==> src/rtl/mux_pkg.sv <==
// mux_pkg: mode constants shared by the stream mux and its bench
package mux_pkg;
  localparam logic MODE_SEL = 1'b0;
  localparam logic MODE_RR  = 1'b1;
endpackage

==> src/rtl/rr_arbiter.sv <==
// rr_arbiter: rotating-priority search from ptr, ptr advances past each accepted grant
module rr_arbiter #(
  parameter int N = 4,
  parameter int SEL_W = $clog2(N)
) (
  input  logic             clk,
  input  logic             rst,
  input  logic [N-1:0]     req,
  input  logic             advance,
  output logic [SEL_W-1:0] grant,
  output logic             grant_valid
);
  logic [SEL_W-1:0] ptr;
  logic [2*N-1:0]   rot;
  int               off;
  always_comb begin
    rot = {req, req} >> ptr;
    off = 0;
    grant_valid = 1'b0;
    for (int o = N - 1; o >= 0; o--) begin
      if (rot[o]) begin
        off = o;
        grant_valid = 1'b1;
      end
    end
    grant = SEL_W'(int'(ptr) + off >= N ? int'(ptr) + off - N : int'(ptr) + off);
  end
  always_ff @(posedge clk or posedge rst)
    if (rst) ptr <= '0;
    else if (advance && grant_valid) ptr <= grant == SEL_W'(N - 1) ? '0 : grant + 1'b1;
endmodule

==> src/rtl/mux_nx1_stream.sv <==
// mux_nx1_stream: N-to-1 registered stream mux, fixed or round-robin select; MUX_NX1_STREAM_PARITY_EN adds out_parity
module mux_nx1_stream
  import mux_pkg::*;
#(
  parameter int WIDTH = 8,
  parameter int N = 4,
  parameter int SEL_W = $clog2(N)
) (
  input  logic               clk,
  input  logic               rst,
  input  logic               mode,
  input  logic [SEL_W-1:0]   sel,
  input  logic [N-1:0]       in_valid,
  input  logic [N*WIDTH-1:0] in_data,
  output logic [N-1:0]       in_ready,
  output logic               out_valid,
  output logic [WIDTH-1:0]   out_data,
  output logic [SEL_W-1:0]   out_chan,
`ifdef MUX_NX1_STREAM_PARITY_EN
  output logic               out_parity,
`endif
  input  logic               out_ready
);
  logic             load_en, fix_valid, rr_valid, gnt_valid;
  logic [SEL_W-1:0] rr_grant, gnt;
  logic [WIDTH-1:0] sel_data;
  assign load_en   = !out_valid || out_ready;
  assign gnt       = mode == MODE_RR ? rr_grant : sel;
  assign gnt_valid = !rst && (mode == MODE_RR ? rr_valid : fix_valid);
  rr_arbiter #(.N(N), .SEL_W(SEL_W)) u_arb (
    .clk(clk), .rst(rst), .req(in_valid),
    .advance(load_en && mode == MODE_RR && !rst),
    .grant(rr_grant), .grant_valid(rr_valid)
  );
  // out-of-range sel matches no channel, so it grants nothing
  always_comb begin
    fix_valid = 1'b0;
    for (int i = 0; i < N; i++) if (sel == SEL_W'(i)) fix_valid = in_valid[i];
  end
  always_comb begin
    sel_data = '0;
    for (int i = 0; i < N; i++) begin
      if (gnt == SEL_W'(i)) sel_data = in_data[i*WIDTH +: WIDTH];
      in_ready[i] = load_en && gnt_valid && gnt == SEL_W'(i);
    end
  end
  always_ff @(posedge clk or posedge rst)
    if (rst) begin
      out_valid <= 1'b0;
      out_data  <= '0;
      out_chan  <= '0;
`ifdef MUX_NX1_STREAM_PARITY_EN
      out_parity <= 1'b0;
`endif
    end else if (load_en) begin
      out_valid <= gnt_valid;
      if (gnt_valid) begin
        out_data <= sel_data;
        out_chan <= gnt;
`ifdef MUX_NX1_STREAM_PARITY_EN
        out_parity <= ^sel_data;
`endif
      end
    end
endmodule

==> config.mk <==
export PLATFORM = sky130hd
export DESIGN_NAME = mux_nx1_stream
export DESIGN_NICKNAME = d
export VERILOG_FILES = /design/src/rtl/mux_pkg.sv /design/src/rtl/rr_arbiter.sv /design/src/rtl/mux_nx1_stream.sv
export SDC_FILE = /design/constraint.sdc
export NUM_CORES = 1
export LEC_CHECK = 0
export BUFFER_PORTS_ARGS = -buffer_cell sky130_fd_sc_hd__buf_2
export CORE_MARGIN = 3
export CORE_UTILIZATION = 45
export DETAILED_ROUTE_END_ITERATION = 7
export GPL_TIMING_DRIVEN = 0
export PLACE_DENSITY_LB_ADDON = 0.15
export SLEW_MARGIN = 5
export SYNTH_ARGS = -nofsm -noshare
export SYNTH_HDL_FRONTEND = slang
export SYNTH_SLANG_ARGS = --single-unit
==> constraint.sdc <==
create_clock -name clk -period 3.19 [get_ports clk]
set_input_delay 0.1595 -clock clk [delete_from_list [all_inputs] [get_ports clk]]
set_output_delay 0.1595 -clock clk [all_outputs]
set_load 0.03 [all_outputs]
Word level (Yosys, flattened, before mapping)
Cells that the tools add are included.

word-level totals
  register bits = 13
  input port bits = 42
  output and inout port bits = 15
  word-level logic and storage cells = 51

cells by class
  add/sub/neg operators = 3
  order comparisons = 1
  equal/unequal tests = 7
  shifts and indexed selects = 1
  mux-type cells = 20
  reduce and logical (&&, ||, !) cells = 15

operator list
  operator                                                   count
  two-way mux 8 bit                                          4
  two-way mux 2 bit                                          7
  == test 2 bit (second input constant)                      5
  logical AND 1 bit                                          9
  two-way mux 1 bit                                          9
  >> shifter 8 x 2 -> 4 bit                                  1
  == test 2 x 1 -> 1 bit (second input constant)             2
  zero test 2 bit                                            2
  adder 2 x 2 -> 3 bit                                       1
  greater-or-equal comparator 3 bit (second input constant)  1
  adder 2 x 1 -> 2 bit (second input constant)               1
  zero test 1 bit                                            2
  AND reduction 2 bit                                        1
  subtractor 2 x 1 -> 2 bit (second input constant)          1
  logical OR 1 bit                                           1

Longest topological paths before layout
  depth after elaboration = 14
  depth in mapped cells = 14
  depth with buffers taken out = 11

Cells and area by module
A second synthesis with hierarchy kept.

second synthesis, totals
  cell total of the unflattened synthesis = 93
  area total of the unflattened synthesis = 1023.5 um2

by module, submodules not included
  module          instances  cells each  area an instance (um2)  sequential area each (um2)
  mux_nx1_stream  1          54          734.5                   275.3
  rr_arbiter      1          39          289.0                   50.0

Worst setup path before layout
OpenSTA, ideal clock, no wires.

  kind = reg2out
  from = register u_arb.ptr[1]
  to = output in_ready[2]
  arrival time = 2.396 ns
  required time = 3.030 ns
  path slack = 0.634 ns
  stages on the path, launching flop included = 12
  buffers on the path = 3
  cells stage by stage = dfrtp_1 -> clkbuf_1 -> a21oi_1 -> a21oi_1 -> o221ai_1 -> ha_1 -> buf_1 -> and3_1 -> o211a_1 -> nor3_4 -> buf_2 -> and3_1

between the ends
  cells in the longest elaborated chain, start to end = 11
  elaborated cells on any way between the ends = 19
  those cells by class = 2 x add/sub; 1 x order compare; 1 x eq/ne; 1 x shift; 11 x mux; 3 x reduce/logical

RTL lines
  what                                                                            RTL line              text
  from (decl)                                                                     rr_arbiter.sv:13      logic [SEL_W-1:0] ptr;
  from (signal assigned)                                                          rr_arbiter.sv:30      else if (advance && grant_valid) ptr <= grant == SEL_W'(N - 1) ? '0 : grant + 1'b1;
  >> shifter 8 x 2 -> 4 bit                                                       rr_arbiter.sv:17      rot = {req, req} >> ptr;
  two-way mux 2 bit (4 in a row)                                                  rr_arbiter.sv:21      if (rot[o]) begin
  adder 2 x 2 -> 3 bit                                                            rr_arbiter.sv:26      grant = SEL_W'(int'(ptr) + off >= N ? int'(ptr) + off - N : int'(ptr) + off);
  greater-or-equal comparator 3 bit or subtractor 2 x 1 -> 2 bit (tied branches)  rr_arbiter.sv:26
  two-way mux 2 bit                                                               rr_arbiter.sv:26
  two-way mux 2 bit                                                               mux_nx1_stream.sv:28  assign gnt = mode == MODE_RR ? rr_grant : sel;
  == test 2 bit                                                                   mux_nx1_stream.sv:44  in_ready[i] = load_en && gnt_valid && gnt == SEL_W'(i);
  logical AND 1 bit *                                                             mux_nx1_stream.sv:44
  to (decl)                                                                       mux_nx1_stream.sv:15  output logic [N-1:0] in_ready,

Every way passes the cells marked *; elsewhere a longest branch is shown, timed or not.

Worst setup path in the final report
  from = register u_arb.ptr[0]
  to = output in_ready[2]

Same word-level chain as after synthesis.

==> results by group <==
Clock network
  • Max clock buf depth: 2
  • Clock sinks: 13
  • CTS buffer count: 3
  • Clk Latency, worst-skew pair: 0.28 ns
  • Clock slew at reported path FFs: 0.09 ns
  • CTS root buffer: clkbuf_4
  • Post-CTS Setup Bufs: 0
  • CTS tree: yes
  • CTS H-tree lvls: 1

Critical path
  • Buf/Inv on CP: 3
  • Crit path largest cell delay: 0.38 ns
  • Crit-path cells: clkbuf_4 > nor2_1 > nand2_1 > a21oi_1 > a21oi_1 > o221ai_1 > ha_2 > and3_1 > o211a_1 > nor3_4 > buf_4 > and3_1 > buf_2
  • Largest fanout on the critical path: 10
  • Reg2reg start: u_arb.ptr[0]$_DFFE_PP0P_
  • Worst path slowest cell: dfrtp_1
  • Crit end category: output port
  • CP required: 3.03 ns
  • CP Class: register to output port
  • Flop2flop setup slack: 0.47 ns
  • Worst EP arrival: 2.80 ns
  • Reg2reg path depth: 12
  • Top delay family on crit path: simple AND/OR/NAND/NOR gates
  • Critical path launch point type: register
  • Crit path from: u_arb.ptr[0]$_DFFE_PP0P_
  • RR Endpoint: out_data[7]$_DFFE_PP0N_

Synthesis
  • Cells after synthesis: 144
  • Synth top area cells: dfrtp_1 (26%), nor2_1 (6.6%), a221oi_1 (4.9%)
  • Async SR Flop Fraction: 1.00
  • Synth cell types: 47
  • Largest area contributor in the netlist: dfrtp_1
  • Post-synth top area share: 0.260
  • Mapped Area: 0.00125 mm²
  • Top_reg_cell synth: dfrtp_1
  • Synthesized area per cell: 8.68 µm²
  • Seq/Total Area, Yosys: 0.260
  • Register bit count reported by yosys: 13
  • Post-Synthesis Net Count: 187
  • EDFF count, synth: 0
  • YS warnings: 0

Min path
  • HP Start: out_ready
  • Worst Hold Path EP: out_valid$_DFFE_PP0N_
  • Min-Delay Path Class: input pin to register
  • Worst hold path cell count: 3

Route
  • Initial DRC count: 54
  • DR vias/cell: 5.56
  • Routed Antenna Nets: 0
  • Routed length per instance: 14.8 µm
  • Total wire length: 3420 µm
  • Via count: 1,284
  • DRT Pass-1 Iters: 4
  • DRC Markers: 0

Floorplanning
  • DIE WIDTH: 58.7 µm
  • Initial Utilization: 0.487
  • Std-Cell Rows: 18
  • Core ar.: 0.00257 mm²
  • I/O pins: 57
  • Die H: 58.7 µm
  • Die ar.: 0.00345 mm²

Placed design
  • # placed instances: 228
  • GP Congestion: 0.838
  • DP HPWL: 2670 µm
  • IO buf count: 54

Timing
  • Final worst path period share: 0.926
  • Clock skew: 0.00837 ns
  • TNS Setup: 0 ns
  • Unrepaired setup endpoints after global routing: false
  • Max Clk Rate: 0.338 GHz
  • Worst-Margin Slew: 0.540 ns
  • Hold Vio Cnt, Final: 0
  • Max-slew violations: 0
  • Period minus WS final: 2.95 ns
  • Slew HR: 0.640
  • Final Setup Violations: 0

Global routing
  • Total GRT Usage: 0.205
  • Initial antenna violation count: 0
  • First-pass GRT wire length: 5490 µm
  • Pin count of the biggest net entering global routing: 15
  • Total congestion overflow: 0
  • Number of global-route vias before repair: 1,257

Cells and area
  • Fin cells: 231
  • Ratio of cells with drive above 1 in the final layout: 0.408
  • Fill cells: 253
  • Area Growth Syn to Fin: 27.6%
  • Antenna diodes: 0
  • # nets final: 245

Power and ir drop
  • Power Total: 1.29 mW
  • Max rail drop VDD: 0.519 mV
  • Leakage: 0.747 nW
  • PD cells: 810 mW/mm²

Run
  • Total of max-cap violations: 0

Outcome
  • Outcome: finished clean
==> layout by cell type, fill, tap and decap left out, types with 2 or more instances in the layout <==
| master | n |
|---|---|
| clkbuf_1 | 2 |
| nand2_1 | 14 |
| clkbuf_2 | 2 |
| mux2i_1 | 3 |
| nand2b_1 | 5 |
| buf_6 | 4 |
| inv_1 | 3 |
| mux2_4 | 2 |
| a21oi_1 | 9 |
| a31o_1 | 5 |
| dfrtp_1 | 13 |
| nor2b_1 | 2 |
| clkbuf_4 | 4 |
| nand3b_1 | 3 |
| nor2_1 | 22 |
| nor3b_1 | 4 |
| and3_1 | 3 |
| and2_1 | 2 |
| a31o_2 | 2 |
| a221oi_1 | 7 |
| buf_2 | 55 |
| o21ai_0 | 8 |
==> synthesized netlist by cell type, types with 2 or more instances <==
| cell type | n |
|---|---|
| a21oi_1 | 9 |
| a221oi_1 | 7 |
| a31o_1 | 5 |
| a31o_2 | 2 |
| and2_1 | 2 |
| and3_1 | 3 |
| buf_2 | 3 |
| buf_6 | 4 |
| clkbuf_1 | 3 |
| dfrtp_1 | 13 |
| inv_1 | 3 |
| mux2_4 | 2 |
| mux2i_1 | 3 |
| nand2_1 | 14 |
| nand2b_1 | 5 |
| nand3b_1 | 3 |
| nor2_1 | 22 |
| nor2b_1 | 2 |
| nor3b_1 | 4 |
| o21ai_0 | 8 |
==> power breakdown <==
| group | switching, mW | total, mW | leakage, nW | internal, mW |
|---|---|---|---|---|
| Clock | 0.0574 | 0.106 | 0.0150 | 0.0485 |
| Combinational | 0.517 | 0.888 | 0.583 | 0.371 |
| Sequential | 0.0602 | 0.299 | 0.150 | 0.238 |
==> registers in the layout, summed over array words and instances, names as in the netlist <==
| register | flops |
|---|---|
| out_valid | 1 |
| u_arb.ptr | 2 |
| out_data | 8 |
| out_chan | 2 |
==> cells by family after synthesis <==
logic type / after synthesis / share of synthesized area
and+or+nand+nor: 61 / 0.253
AOI/OAI and AO/OA: 43 / 0.277
buffers and inverters: 15 / 0.0731
DFF: 13 / 0.260
muxes: 8 / 0.0931
xor gates and xnor gates: 3 / 0.0330
adders and majority gates: 1 / 0.0100
==> repair_timing <==
item / CTS / global route
setup endpoints to repair: 1 / 4
resized for setup: 0 / 6
endpoints found under the hold margin: 13 / 0
hold buffers: 1 / 0
==> layer usage <==
metal | GRT usage | vias to the layer above | part of all wire | wire (µm)
met1 | 0.284 | 597 | 0.46 | 1580
met5 | 0 | - | 0 | 0
met4 | 0.0647 | 0 | 0.0038 | 13
met2 | 0.319 | 43 | 0.48 | 1640
met3 | 0.0461 | 2 | 0.056 | 192
li1 | - | 642 | - | -
==> worst max path at each step <==
stage                                    endpoint  slack, ns  cells after the start
after global routing                  in_ready[3]       0.07                     13
after global placement    out_data[7]$_DFFE_PP0N_       0.33                     11
after CTS                             in_ready[2]       0.02                     14
final                                 in_ready[2]       0.24                     13
after floorplan                       in_ready[2]       0.63                     11
after detailed placement  out_data[7]$_DFFE_PP0N_       0.22                     11
==> per-stage QoR <==
step / hold WS, ns / setup slack [ns] / utilization / cell area, µm²
floorplan: 0.0365 / 0.634 / - / 1250
detailed placement: 0.253 / 0.216 / 0.607 / 1560
CTS: 0.138 / 0.0216 / 0.619 / 1590
global route: 0.157 / 0.0745 / 0.621 / 1600
finish: 0.140 / 0.235 / 0.621 / 1600
global placement: 0.236 / 0.328 / 0.607 / 1560
==> cell type report <==
type / instances / area, µm² / area share
buffer: 10 / 78.8 / 0.0494
multi-input combinational: 116 / 836 / 0.524
inverter: 3 / 11.3 / 0.00706
timing repair buffer: 55 / 280 / 0.176
clock buffer: 4 / 26.3 / 0.0165
tap: 30 / 37.5 / 0.0235
sequential: 13 / 325 / 0.204
==> worst min-delay path, cell delays in order <==
cell and delay (ns):
buf_2 0.08, inv_1 0.04, o2bb2ai_1 0.11
Note: power is estimated with default switching activity, not from simulation.
